===== src/rtl/stream_ones_zeros_counter.sv =====
// stream_ones_zeros_counter: accumulates 1/0 bit totals across a valid/ready framed word stream
// Ports:
//   clk, rst                       clock, synchronous active-high reset
//   in_valid/in_ready/in_data/in_last   input word stream, in_last ends a frame
//   out_valid/out_ready            held per-frame result handshake
//   out_ones/out_zeros/out_words/out_overflow   frame totals (first MAX_WORDS words only)
module stream_ones_zeros_counter #(
    parameter int WIDTH     = 8,
    parameter int MAX_WORDS = 16,
    parameter int CNT_W     = $clog2(WIDTH*MAX_WORDS+1),
    parameter int WCNT_W    = $clog2(MAX_WORDS+1)
) (
    input  logic              clk,
    input  logic              rst,
    input  logic              in_valid,
    output logic              in_ready,
    input  logic [WIDTH-1:0]  in_data,
    input  logic              in_last,
    output logic              out_valid,
    input  logic              out_ready,
    output logic [CNT_W-1:0]  out_ones,
    output logic [CNT_W-1:0]  out_zeros,
    output logic [WCNT_W-1:0] out_words,
    output logic              out_overflow
);
    typedef enum logic {ACCUM, RESULT} state_t;
    state_t              r_state;
    logic [CNT_W-1:0]    r_ones, r_zeros, r_out_ones, r_out_zeros;
    logic [WCNT_W-1:0]   r_words, r_out_words;
    logic                r_ovf, r_out_ovf, r_out_valid;
    logic [CNT_W-1:0]    w_pop, w_ones_n, w_zeros_n;
    logic [WCNT_W-1:0]   w_words_n;
    logic                w_room, w_acc, w_ovf_n;
    always_comb begin
        w_pop = '0;
        for (int i = 0; i < WIDTH; i++) w_pop = w_pop + CNT_W'(in_data[i]);
    end
    // Once MAX_WORDS words are counted, further beats only raise the overflow flag
    assign w_room    = r_words < WCNT_W'(MAX_WORDS);
    assign w_acc     = in_valid && r_state == ACCUM;
    assign w_ones_n  = w_room ? r_ones + w_pop : r_ones;
    assign w_zeros_n = w_room ? r_zeros + (CNT_W'(WIDTH) - w_pop) : r_zeros;
    assign w_words_n = w_room ? r_words + WCNT_W'(1) : r_words;
    assign w_ovf_n   = r_ovf | ~w_room;
    always_ff @(posedge clk) begin
        if (rst) begin
            r_state     <= ACCUM;
            r_ones      <= '0;
            r_zeros     <= '0;
            r_words     <= '0;
            r_ovf       <= 1'b0;
            r_out_ones  <= '0;
            r_out_zeros <= '0;
            r_out_words <= '0;
            r_out_ovf   <= 1'b0;
            r_out_valid <= 1'b0;
        end else if (r_state == ACCUM) begin
            if (w_acc && in_last) begin
                r_out_ones  <= w_ones_n;
                r_out_zeros <= w_zeros_n;
                r_out_words <= w_words_n;
                r_out_ovf   <= w_ovf_n;
                r_out_valid <= 1'b1;
                r_state     <= RESULT;
                r_ones      <= '0;
                r_zeros     <= '0;
                r_words     <= '0;
                r_ovf       <= 1'b0;
            end else if (w_acc) begin
                r_ones  <= w_ones_n;
                r_zeros <= w_zeros_n;
                r_words <= w_words_n;
                r_ovf   <= w_ovf_n;
            end
        end else if (out_ready) begin
            r_state     <= ACCUM;
            r_out_valid <= 1'b0;
        end
    end
    assign in_ready     = r_state == ACCUM;
    assign out_valid    = r_out_valid;
    assign out_ones     = r_out_ones;
    assign out_zeros    = r_out_zeros;
    assign out_words    = r_out_words;
    assign out_overflow = r_out_ovf;
endmodule


===== config.mk =====
export PLATFORM = sky130hd
export DESIGN_NAME = stream_ones_zeros_counter
export DESIGN_NICKNAME = d
export VERILOG_FILES = /design/src/rtl/stream_ones_zeros_counter.sv
export SDC_FILE = /design/constraint.sdc
export NUM_CORES = 1
export LEC_CHECK = 0
export BUFFER_PORTS_ARGS = -buffer_cell sky130_fd_sc_hd__buf_2
export CAP_MARGIN = 40
export CORE_MARGIN = 1.5
export CORE_UTILIZATION = 35
export CTS_CLUSTER_SIZE = 12
export DETAILED_ROUTE_END_ITERATION = 8
export HOLD_SLACK_MARGIN = 0.05
export PLACE_DENSITY_LB_ADDON = 0.25
export SLEW_MARGIN = 40
export SYNTH_ARGS = -nofsm -noshare
export SYNTH_HDL_FRONTEND = slang
export SYNTH_SLANG_ARGS = --single-unit

===== constraint.sdc =====
create_clock -name clk -period 10 [get_ports clk]
set_input_delay 2 -clock clk [delete_from_list [all_inputs] [get_ports clk]]
set_output_delay 2 -clock clk [all_outputs]
set_load 0.05 [all_outputs]

==> flow_summary.json, run 1 <==
{
  "grt_use_met1_pct": 20.21,
  "cts_root_buffer": "clkbuf_8",
  "grt_busiest_layer": "met2",
  "cts_tree": "yes",
  "antennaDiodeCount": 0,
  "synth-edff-count": 0,
  "clk_pin_slew_ns": 0.10,
  "ctsResizeCount": 0,
  "synth_flop_cell": "dfxtp_1",
  "crit_family": "adder cells",
  "ant_nets": 0,
  "antenna_found_initial": 0,
  "drive_gt1_share_pct": 14.94,
  "ys_top_cells_by_area": "dfxtp_1 35%, ha_1 8.5%, o21ai_0 4.9%",
  "yosysWarningCount": 0,
  "crit_chain": "buf_2, fa_1, inv_1, fa_1, fa_1, inv_1, ha_1, inv_1, fa_1, ha_1, ha_1, inv_1, fa_1, nor2b_4, o2111a_2, or4_4, and4b_1, a211o_1",
  "yosysTopAreaCell": "dfxtp_1",
  "synth_seq_area_share_pct": 34.91,
  "cpMaxStageDelayCell": "fa_1",
  "synth.distinct_cells": 48,
  "drv_slew": 0,
  "clockBufferDepth": 2,
  "critPathKind": "input pin to flop",
  "die_height_um": 89.81,
  "yosysTopAreaCellShare_pct": 34.91,
  "synth-seq-cells": 46,
  "critical_path.max_stage_delay_ns": 0.52,
  "vias": 2280,
  "synth_cells": 320,
  "setup_viol": 0,
  "max_freq_mhz": 160.8,
  "drt_iter0_markers": 103,
  "core_um2": 7253,
  "grt_max_degree": 43,
  "path_max_fanout": 4,
  "numCtsBuffers": 5,
  "cts_setup_buffers": 0,
  "final_cell_area_um2": 2987,
  "cap_viol_max_count": 0,
  "fin_skew_ns": 0.01775,
  "critPathRequiredTime_ns": 10.20,
  "initial_utilization_pct": 36.36,
  "tightest_slew_ns": 0.7162,
  "clkSinkCount": 46,
  "wl_per_cell_um": 13.25,
  "synth_most_common_cell": "dfxtp_1",
  "place_area_um2": 2872,
  "wl_mm": 5.923,
  "outcome": "complete, no violations",
  "gp_congestion": 0.7430,
  "h-tree-depth": 2,
  "hp-class": "flop to flop",
  "track_usage_pct": 15.04,
  "post-route-min-period_ns": 6.220,
  "syn-num-nets": 357,
  "cp_common_cell": "fa_1",
  "insertion_delay_ns": 0.31,
  "critical_path.startpoint_type": "input pin",
  "drc": 0,
  "port_buffers": 36,
  "drtPass1Iterations": 4,
  "fillers": 767,
  "met3_usage_pct": 2.707,
  "synthesis.area_um2": 2638,
  "gr-total-overflow": 0,
  "hold_viol": 0,
  "fin_crit_sh_pct": 62.20,
  "rows": 31,
  "ctsHoldBuffers": 0,
  "path_buf_inv": 5,
  "crit_path_end_kind": "flop",
  "die_w_um": 89.81,
  "grt_util_met2_pct": 24.68,
  "grt_pass1_vias": 2130,
  "slew_headroom_pct": 52.15,
  "arrival_ns": 6.42,
  "ys_async_sr_fraction_pct": 0,
  "avgSynthCellArea_um2": 8.242,
  "ir_worst_vdd_uv": 74.80,
  "setup_tns_ns": 0,
  "area_delta_synth_final_pct": 13.24,
  "nets": 384,
  "p_leak_nw": 1.250,
  "vias_per_cell": 5.101,
  "dieArea_um2": 8066,
  "grt_pass1_wl_mm": 10.03,
  "io_pins": 37,
  "synthTopCellsByCount": "46 x dfxtp_1, 34 x inv_1, 30 x nor2_1",
  "hpwl_mm": 4.078,
  "rsz0062_at_grt": "false",
  "power_density_nw_per_um2": 191.6
}
worst reg2reg max path, stage by stage (launching register included):
cell	delay, ns
dfxtp_1	0.34
ha_1	0.29
ha_1	0.23
inv_1	0.07
fa_1	0.22
nor2b_4	0.06
o2111a_2	0.25
or4_4	0.46
and4b_1	0.21
a211o_1	0.26
flip-flops by register name, summed over array words and instances (netlist names), 5 cells and up:
register / count
out_ones: 8
out_words: 5
out_zeros: 8
r_ones: 8
r_words: 5
r_zeros: 8
cell usage in the layout, fill, tap and decap left out, types with 2 or more instances in the layout:
cell type | synthesis | layout
a211oi_1 | 9 | 9
a21o_1 | 2 | 2
a21oi_1 | 25 | 25
a22oi_1 | 5 | 5
a2bb2oi_1 | 3 | 3
a311oi_1 | 2 | 2
a31oi_1 | 4 | 4
a32o_1 | 2 | 2
and2b_1 | 2 | 2
buf_2 | 4 | 35
buf_4 | 0 | 2
clkbuf_8 | 1 | 5
dfxtp_1 | 46 | 46
fa_1 | 6 | 6
ha_1 | 18 | 18
inv_1 | 34 | 34
nand2_1 | 22 | 22
nand2b_1 | 3 | 3
nand3_1 | 2 | 2
nor2_1 | 30 | 30
nor2b_1 | 10 | 10
nor3_1 | 16 | 16
o211ai_1 | 2 | 2
o21ai_0 | 26 | 26
o32ai_1 | 3 | 3
or3_1 | 3 | 3
or4_1 | 2 | 2
xnor2_1 | 7 | 7
per-layer routing:
layer	routed length, um	vias up
met2	2589	41
met1	3060	1062
li1	-	1170
met3	201	7
met5	0	-
met4	71	0
logic make-up (layout without fill, tap and decap cells):
group	after synthesis	in the layout	synth area share, %
AO/OA/AOI/OAI	93	93	23.20
multiplexers	1	1	0.3795
buffers and inverters	51	79	7.827
AND/OR/NAND/NOR	98	98	18.26
XOR/XNOR	7	7	2.325
flip-flops	46	46	34.91
adder cells (fa/ha/maj)	24	24	13.09
per-stage QoR:
stage	hold WS, ns	total power, mW	cells	util, %	setup slack, ns
floorplan	0.4678	0.3817	320	-	3.697
global placement	0.4388	0.4285	439	39.57	3.493
detailed placement	0.4439	0.4303	439	39.59	3.443
CTS	0.4581	0.5754	447	41.14	3.771
global route	0.4733	0.6131	447	41.18	3.544
finish	0.4548	0.5722	447	41.18	3.780
where the power goes:
part           internal [mW]  total (mW)  switching, mW
logic                 0.0839       0.219          0.135
registers              0.198       0.208        0.00958
clock network         0.0751       0.145         0.0701
total                  0.357       0.572          0.215
layout make-up:
cell class / count / area, um^2 / share of cell area (%)
Inverter: 34 / 127.6 / 4.273
Multi-Input combinational cell: 223 / 1511 / 50.61
Clock inverter: 3 / 43.79 / 1.466
Timing Repair Buffer: 37 / 190.2 / 6.368
Tap cell: 99 / 123.9 / 4.147
Clock buffer: 5 / 68.82 / 2.304
Sequential cell: 46 / 920.9 / 30.83
final timing paths:
check / from / to / slack [ns] / depth (start not counted)
setup / recovery: in_data[0] / r_zeros[7]$_SDFFE_PP0P_ / 3.78 / 18
hold / removal: out_zeros[2]$_SDFFE_PP0P_ / out_zeros[2]$_SDFFE_PP0P_ / 0.45 / 2
setup reg to reg: r_zeros[1]$_SDFFE_PP0P_ / r_zeros[7]$_SDFFE_PP0P_ / 7.49 / 9
hold reg to reg: out_zeros[2]$_SDFFE_PP0P_ / out_zeros[2]$_SDFFE_PP0P_ / 0.45 / 2
Note: power is estimated with default switching activity, not from simulation.
==> run 2, diff against run 1 <==
==> constraint.sdc (replaced) <==
create_clock -name clk -period 6.1 [get_ports clk]
set_input_delay 1.22 -clock clk [delete_from_list [all_inputs] [get_ports clk]]
set_output_delay 1.22 -clock clk [all_outputs]
set_load 0.05 [all_outputs]
==> run 2 against run 1 <==
Effect of this change:
- clock power increased by 65%
- design area unchanged
- register-to-register slack got worse by 3.9 ns
- power increased by 64%
- cell count unchanged
- routed wire length decreased by 0.39%
- first-iteration DRC count increased by 1.9%
- worst setup slack got worse by 3.1 ns
- largest power group unchanged
==> flow_summary.json, run 2 (same netlist as run 1, synthesis figures left out) <==
{
  "gr-total-overflow": 0,
  "cap_viol_max_count": 0,
  "clockBufferDepth": 2,
  "min_from": "out_zeros[2]$_SDFFE_PP0P_",
  "insertion_delay_ns": 0.31,
  "tightest_slew_ns": 0.7399,
  "reg2reg_depth": 9,
  "numCtsBuffers": 5,
  "drt_iter0_markers": 105,
  "initial_utilization_pct": 36.36,
  "hold_viol": 0,
  "drive_gt1_share_pct": 14.94,
  "vias_per_cell": 5.112,
  "fin_crit_sh_pct": 89.07,
  "multi_input_comb_area_um2": 1511,
  "place_area_um2": 2872,
  "rows": 31,
  "outcome": "complete, no violations",
  "ctsResizeCount": 0,
  "cts_root_buffer": "clkbuf_8",
  "power_density_nw_per_um2": 314.3,
  "post-route-min-period_ns": 5.433,
  "track_usage_pct": 15.06,
  "p_leak_nw": 1.250,
  "path_max_fanout": 4,
  "critPathRequiredTime_ns": 6.30,
  "setup_tns_ns": 0,
  "dieArea_um2": 8066,
  "wl_mm": 5.900,
  "timing.rr.end": "r_zeros[7]$_SDFFE_PP0P_",
  "h-tree-depth": 2,
  "drc": 0,
  "max_freq_mhz": 184.1,
  "ir_worst_vdd_uv": 96.09,
  "core_um2": 7253,
  "ant_nets": 0,
  "port_buffers": 36,
  "min_path_cells": 2,
  "setup_viol": 0,
  "rsz0062_at_grt": "false",
  "power.total_mw": 0.9386,
  "vias": 2285,
  "ctsHoldBuffers": 0,
  "grt_max_degree": 43,
  "nets": 384,
  "layout_commonest_cell": "dfxtp_1",
  "clkSinkCount": 46,
  "rrSetupSlack_ns": 3.60,
  "fin_skew_ns": 0.01721,
  "critical_path.startpoint_type": "input pin",
  "hold_end": "out_zeros[2]$_SDFFE_PP0P_",
  "critPathKind": "input pin to flop",
  "io_pins": 37,
  "cts_tree": "yes",
  "hpwl_mm": 4.080,
  "final_cell_area_um2": 2987,
  "die_height_um": 89.81,
  "area_delta_synth_final_pct": 13.24,
  "r2r_start": "r_zeros[1]$_SDFFE_PP0P_",
  "die_w_um": 89.81,
  "grt_pass1_vias": 2115,
  "gp_congestion": 0.7430,
  "antenna_found_initial": 0,
  "seq_area_um2": 920.9,
  "slew_headroom_pct": 50.57,
  "drtPass1Iterations": 4,
  "antennaDiodeCount": 0,
  "crit_path_end_kind": "flop",
  "most-common-layout-cells": "46 x dfxtp_1, 35 x buf_2, 34 x inv_1",
  "arrival_ns": 5.64,
  "fillers": 772,
  "drv_slew": 0,
  "grt_pass1_wl_mm": 10.01,
  "clk_pin_slew_ns": 0.10,
  "wl_per_cell_um": 13.20,
  "cts_setup_buffers": 0,
  "hp-class": "flop to flop"
}
[run 2: how the worst max path moves through the flow]
stage	from	to	slack, ns	cells past startpoint
final	in_data[0]	r_zeros[7]$_SDFFE_PP0P_	0.67	18
after global routing	in_data[0]	r_zeros[7]$_SDFFE_PP0P_	0.43	19
after CTS	in_data[0]	r_zeros[7]$_SDFFE_PP0P_	0.66	18
after detailed placement	in_data[0]	r_zeros[7]$_SDFFE_PP0P_	0.31	18
after global placement	in_data[0]	r_zeros[7]$_SDFFE_PP0P_	0.37	18
after floorplan	in_data[0]	r_zeros[7]$_SDFFE_PP0P_	0.58	17
[run 2: critical path, stage by stage]
cell and delay, ns:
buf_2 0.11, fa_1 0.52, inv_1 0.04, fa_1 0.44, fa_1 0.48, inv_1 0.04, ha_1 0.18, inv_1 0.07
fa_1 0.46, ha_1 0.30, ha_1 0.23, inv_1 0.07, fa_1 0.22, nor2b_4 0.06, o2111a_2 0.25, or4_4 0.46
and4b_1 0.21, a211o_1 0.26
[run 2: final cells by class]
cell class	instances	share of cell area (%)
clock buffers	5	2.304
clock inverters	3	1.466
inverters	34	4.273
multi-input cells	223	50.61
flip-flops and latches	46	30.83
well taps	99	4.147
repair buffers	37	6.368
[run 2: through the flow]
step	cells	setup slack (ns)	hold slack (ns)	util, %
global placement	439	0.3730	0.4388	39.57
global route	447	0.4272	0.4733	41.18
finish	447	0.6668	0.4548	41.18
CTS	447	0.6560	0.4581	41.14
detailed placement	439	0.3106	0.4439	39.59
floorplan	320	0.5774	0.4678	-
[run 2: routing by layer]
metal | wire length (um) | share of wire (%) | vias to the layer above | track usage [%]
met3 | 234 | 4.0 | 7 | 2.961
met4 | 70 | 1.2 | 0 | 4.101
met5 | 0 | 0 | - | 0
li1 | - | - | 1167 | -
met2 | 2630 | 45 | 45 | 24.75
met1 | 2964 | 50 | 1066 | 20.16
[run 2: report_power, final]
group / total (mW) / internal (mW) / switching [mW]
registers: 0.340 / 0.325 / 0.0156
logic: 0.359 / 0.137 / 0.221
clock network: 0.239 / 0.123 / 0.116
==> run 3, diff against run 2 <==
--- a/config.mk
+++ b/config.mk
@@ -11,6 +11,7 @@
 export CORE_UTILIZATION = 35
 export CTS_CLUSTER_SIZE = 12
 export DETAILED_ROUTE_END_ITERATION = 8
+export GPL_TIMING_DRIVEN = 0
 export HOLD_SLACK_MARGIN = 0.05
 export PLACE_DENSITY_LB_ADDON = 0.25
 export SLEW_MARGIN = 40
==> run 3 against run 2 <==
Effect of this change:
- first-iteration DRC count up 7.6%
- critical path type unchanged
- combinational power grew 1%
- sequential share of layout area shrank 0.68 points
- clock power about the same
- non-clock buffer count rose by 16
- critical path depth did not move
- largest cell class unchanged
- flip-flop and latch count unchanged
- via count is 5.3% higher
- die area did not move
==> flow_summary.json, run 3 (same netlist as run 1, synthesis figures left out) <==
{
  "outcome": "complete, no violations",
  "antennaDiodeCount": 0,
  "critical_path.startpoint_type": "input pin",
  "max_freq_mhz": 181.4,
  "cap_viol_max_count": 0,
  "pwr-share-seq_pct": 36.2,
  "area_delta_synth_final_pct": 15.80,
  "cts_setup_buffers": 0,
  "swShare_pct": 37.65,
  "grt_pass1_vias": 2230,
  "wl_per_cell_um": 14.03,
  "multi_input_comb_area_um2": 1510,
  "cts_root_buffer": "clkbuf_8",
  "wl_mm": 6.498,
  "drt_iter0_markers": 113,
  "arrival_ns": 5.71,
  "h-tree-depth": 2,
  "grt_max_degree": 16,
  "crit_chain": "buf_2, fa_1, inv_1, fa_1, fa_1, inv_1, ha_1, inv_1, fa_1, ha_1, ha_1, inv_1, fa_1, nor2b_4, o2111a_2, or4_4, and4b_1, a211o_1",
  "crit_path_end_kind": "flop",
  "timing.rr.end": "r_zeros[7]$_SDFFE_PP0P_",
  "clkPwrFrac_pct": 25.1,
  "nets": 400,
  "die_height_um": 89.81,
  "p_sw_mw": 0.3544,
  "most-common-layout-cells": "46 x dfxtp_1, 40 x buf_2, 34 x inv_1",
  "post-route-min-period_ns": 5.514,
  "die_w_um": 89.81,
  "ctsResizeCount": 0,
  "drv_slew": 0,
  "track_usage_pct": 16.81,
  "setup_viol": 0,
  "critPathRequiredTime_ns": 6.30,
  "setup_ws_ns": 0.5858,
  "clk_pin_slew_ns": 0.10,
  "fin_skew_ns": 0.01067,
  "slew_headroom_pct": 55.34,
  "critPathKind": "input pin to flop",
  "rsz0062_at_grt": "false",
  "final_cell_area_um2": 3054,
  "hold_end": "out_words[0]$_SDFFE_PP0P_",
  "port_buffers": 36,
  "antenna_found_initial": 0,
  "fin_crit_sh_pct": 90.40,
  "rrSetupSlack_ns": 3.54,
  "ir_worst_vdd_uv": 109.9,
  "drtPass1Iterations": 4,
  "cpMaxStageDelayCell": "fa_1",
  "seq_area_um2": 920.9,
  "hpwl_mm": 4.781,
  "gr-total-overflow": 0,
  "p_leak_nw": 1.282,
  "core_um2": 7253,
  "cts_tree": "yes",
  "min_path_cells": 2,
  "insertion_delay_ns": 0.31,
  "hp-class": "flop to flop",
  "reg2reg_depth": 9,
  "path_buf_inv": 5,
  "vias": 2405,
  "io_pins": 37,
  "fillers": 777,
  "ctsHoldBuffers": 0,
  "numCtsBuffers": 5,
  "combinationalPowerShare_pct": 38.7,
  "clkSinkCount": 46,
  "clockBufferDepth": 2,
  "rows": 31,
  "crit_family": "adder cells",
  "ant_nets": 0,
  "layout_commonest_cell": "dfxtp_1",
  "initial_utilization_pct": 36.36,
  "tightest_slew_ns": 0.6655,
  "drc": 0,
  "vias_per_cell": 5.194,
  "path_max_fanout": 4,
  "grt_pass1_wl_mm": 10.99,
  "dieArea_um2": 8066,
  "critical_path.max_stage_delay_ns": 0.52,
  "min_from": "out_words[0]$_SDFFE_PP0P_",
  "power_density_nw_per_um2": 308.2,
  "internal_power_mw": 0.5868,
  "place_area_um2": 2942,
  "gp_congestion": 0.7952,
  "pre_cts_ws_ns": 0.2364,
  "cp_common_cell": "fa_1",
  "setup_tns_ns": 0,
  "hold_viol": 0,
  "r2r_start": "r_zeros[1]$_SDFFE_PP0P_",
  "drive_gt1_share_pct": 15.11
}
==> run 3: cell types whose count changed in the layout (fill, tap and decap cells not counted) <==
cell | before | now
and2_1 | 0 | 1
and2_2 | 1 | 0
buf_1 | 0 | 1
buf_2 | 35 | 40
buf_4 | 2 | 0
clkbuf_1 | 0 | 11
clkbuf_8 | 5 | 6
==> run 3: worst register-to-register path, cell delays in order (launching register included) <==
cell	delay, ns
dfxtp_1	0.35
ha_1	0.30
ha_1	0.24
inv_1	0.08
fa_1	0.24
nor2b_4	0.06
o2111a_2	0.26
or4_4	0.46
and4b_1	0.21
a211o_1	0.26
==> run 3: worst max-delay path by stage <==
stage / slack (ns) / startpoint / end / cells past startpoint
6_report: 0.59 / in_data[0] / r_zeros[7]$_SDFFE_PP0P_ / 18
5_1_grt: 0.40 / in_data[0] / r_zeros[7]$_SDFFE_PP0P_ / 19
3_5_place_dp: 0.24 / in_data[0] / r_zeros[7]$_SDFFE_PP0P_ / 18
2_1_floorplan: 0.58 / in_data[0] / r_zeros[7]$_SDFFE_PP0P_ / 17
3_3_place_gp: 0.27 / in_data[0] / r_zeros[7]$_SDFFE_PP0P_ / 18
4_1_cts: 0.55 / in_data[0] / r_zeros[7]$_SDFFE_PP0P_ / 18
==> run 3: metal layers <==
layer | vias up | GRT usage, % | part of all wire [%]
met3 | 5 | 2.961 | 4.8
met5 | - | 0 | 0
met1 | 1141 | 22.22 | 48
met2 | 57 | 28.50 | 46
met4 | 0 | 3.968 | 0.88
li1 | 1202 | - | -
==> run 3: metrics by stage <==
stage               hold WS, ns  utilization, %  total power [mW]  instances
finish                   0.4572           42.11            0.9412        463
global route             0.4830           42.11             1.010        463
CTS                      0.4594           42.11            0.9498        463
detailed placement       0.4455           40.56            0.7116        455
global placement         0.4430           40.56            0.7081        455
floorplan                0.4678               -            0.6257        320
==> run 3: power by group through the flow <==
| stage | clock, mW | combinational, mW | sequential (mW) |
|---|---|---|---|
| after floorplan | 0 | 0.232 | 0.394 |
| after global placement | 0 | 0.362 | 0.346 |
| after detailed placement | 0 | 0.364 | 0.348 |
| after CTS | 0.241 | 0.368 | 0.341 |
| after global routing | 0.255 | 0.410 | 0.344 |
| final | 0.237 | 0.364 | 0.340 |
==> run 3: cell type report <==
type | instances | share of cell area (%)
inverters | 34 | 4.179
clock inverters | 3 | 1.434
multi-input cells | 223 | 49.45
flip-flops and latches | 46 | 30.15
well taps | 99 | 4.056
repair buffers | 36 | 5.899
clock buffers | 5 | 2.253
plain buffers | 17 | 2.581
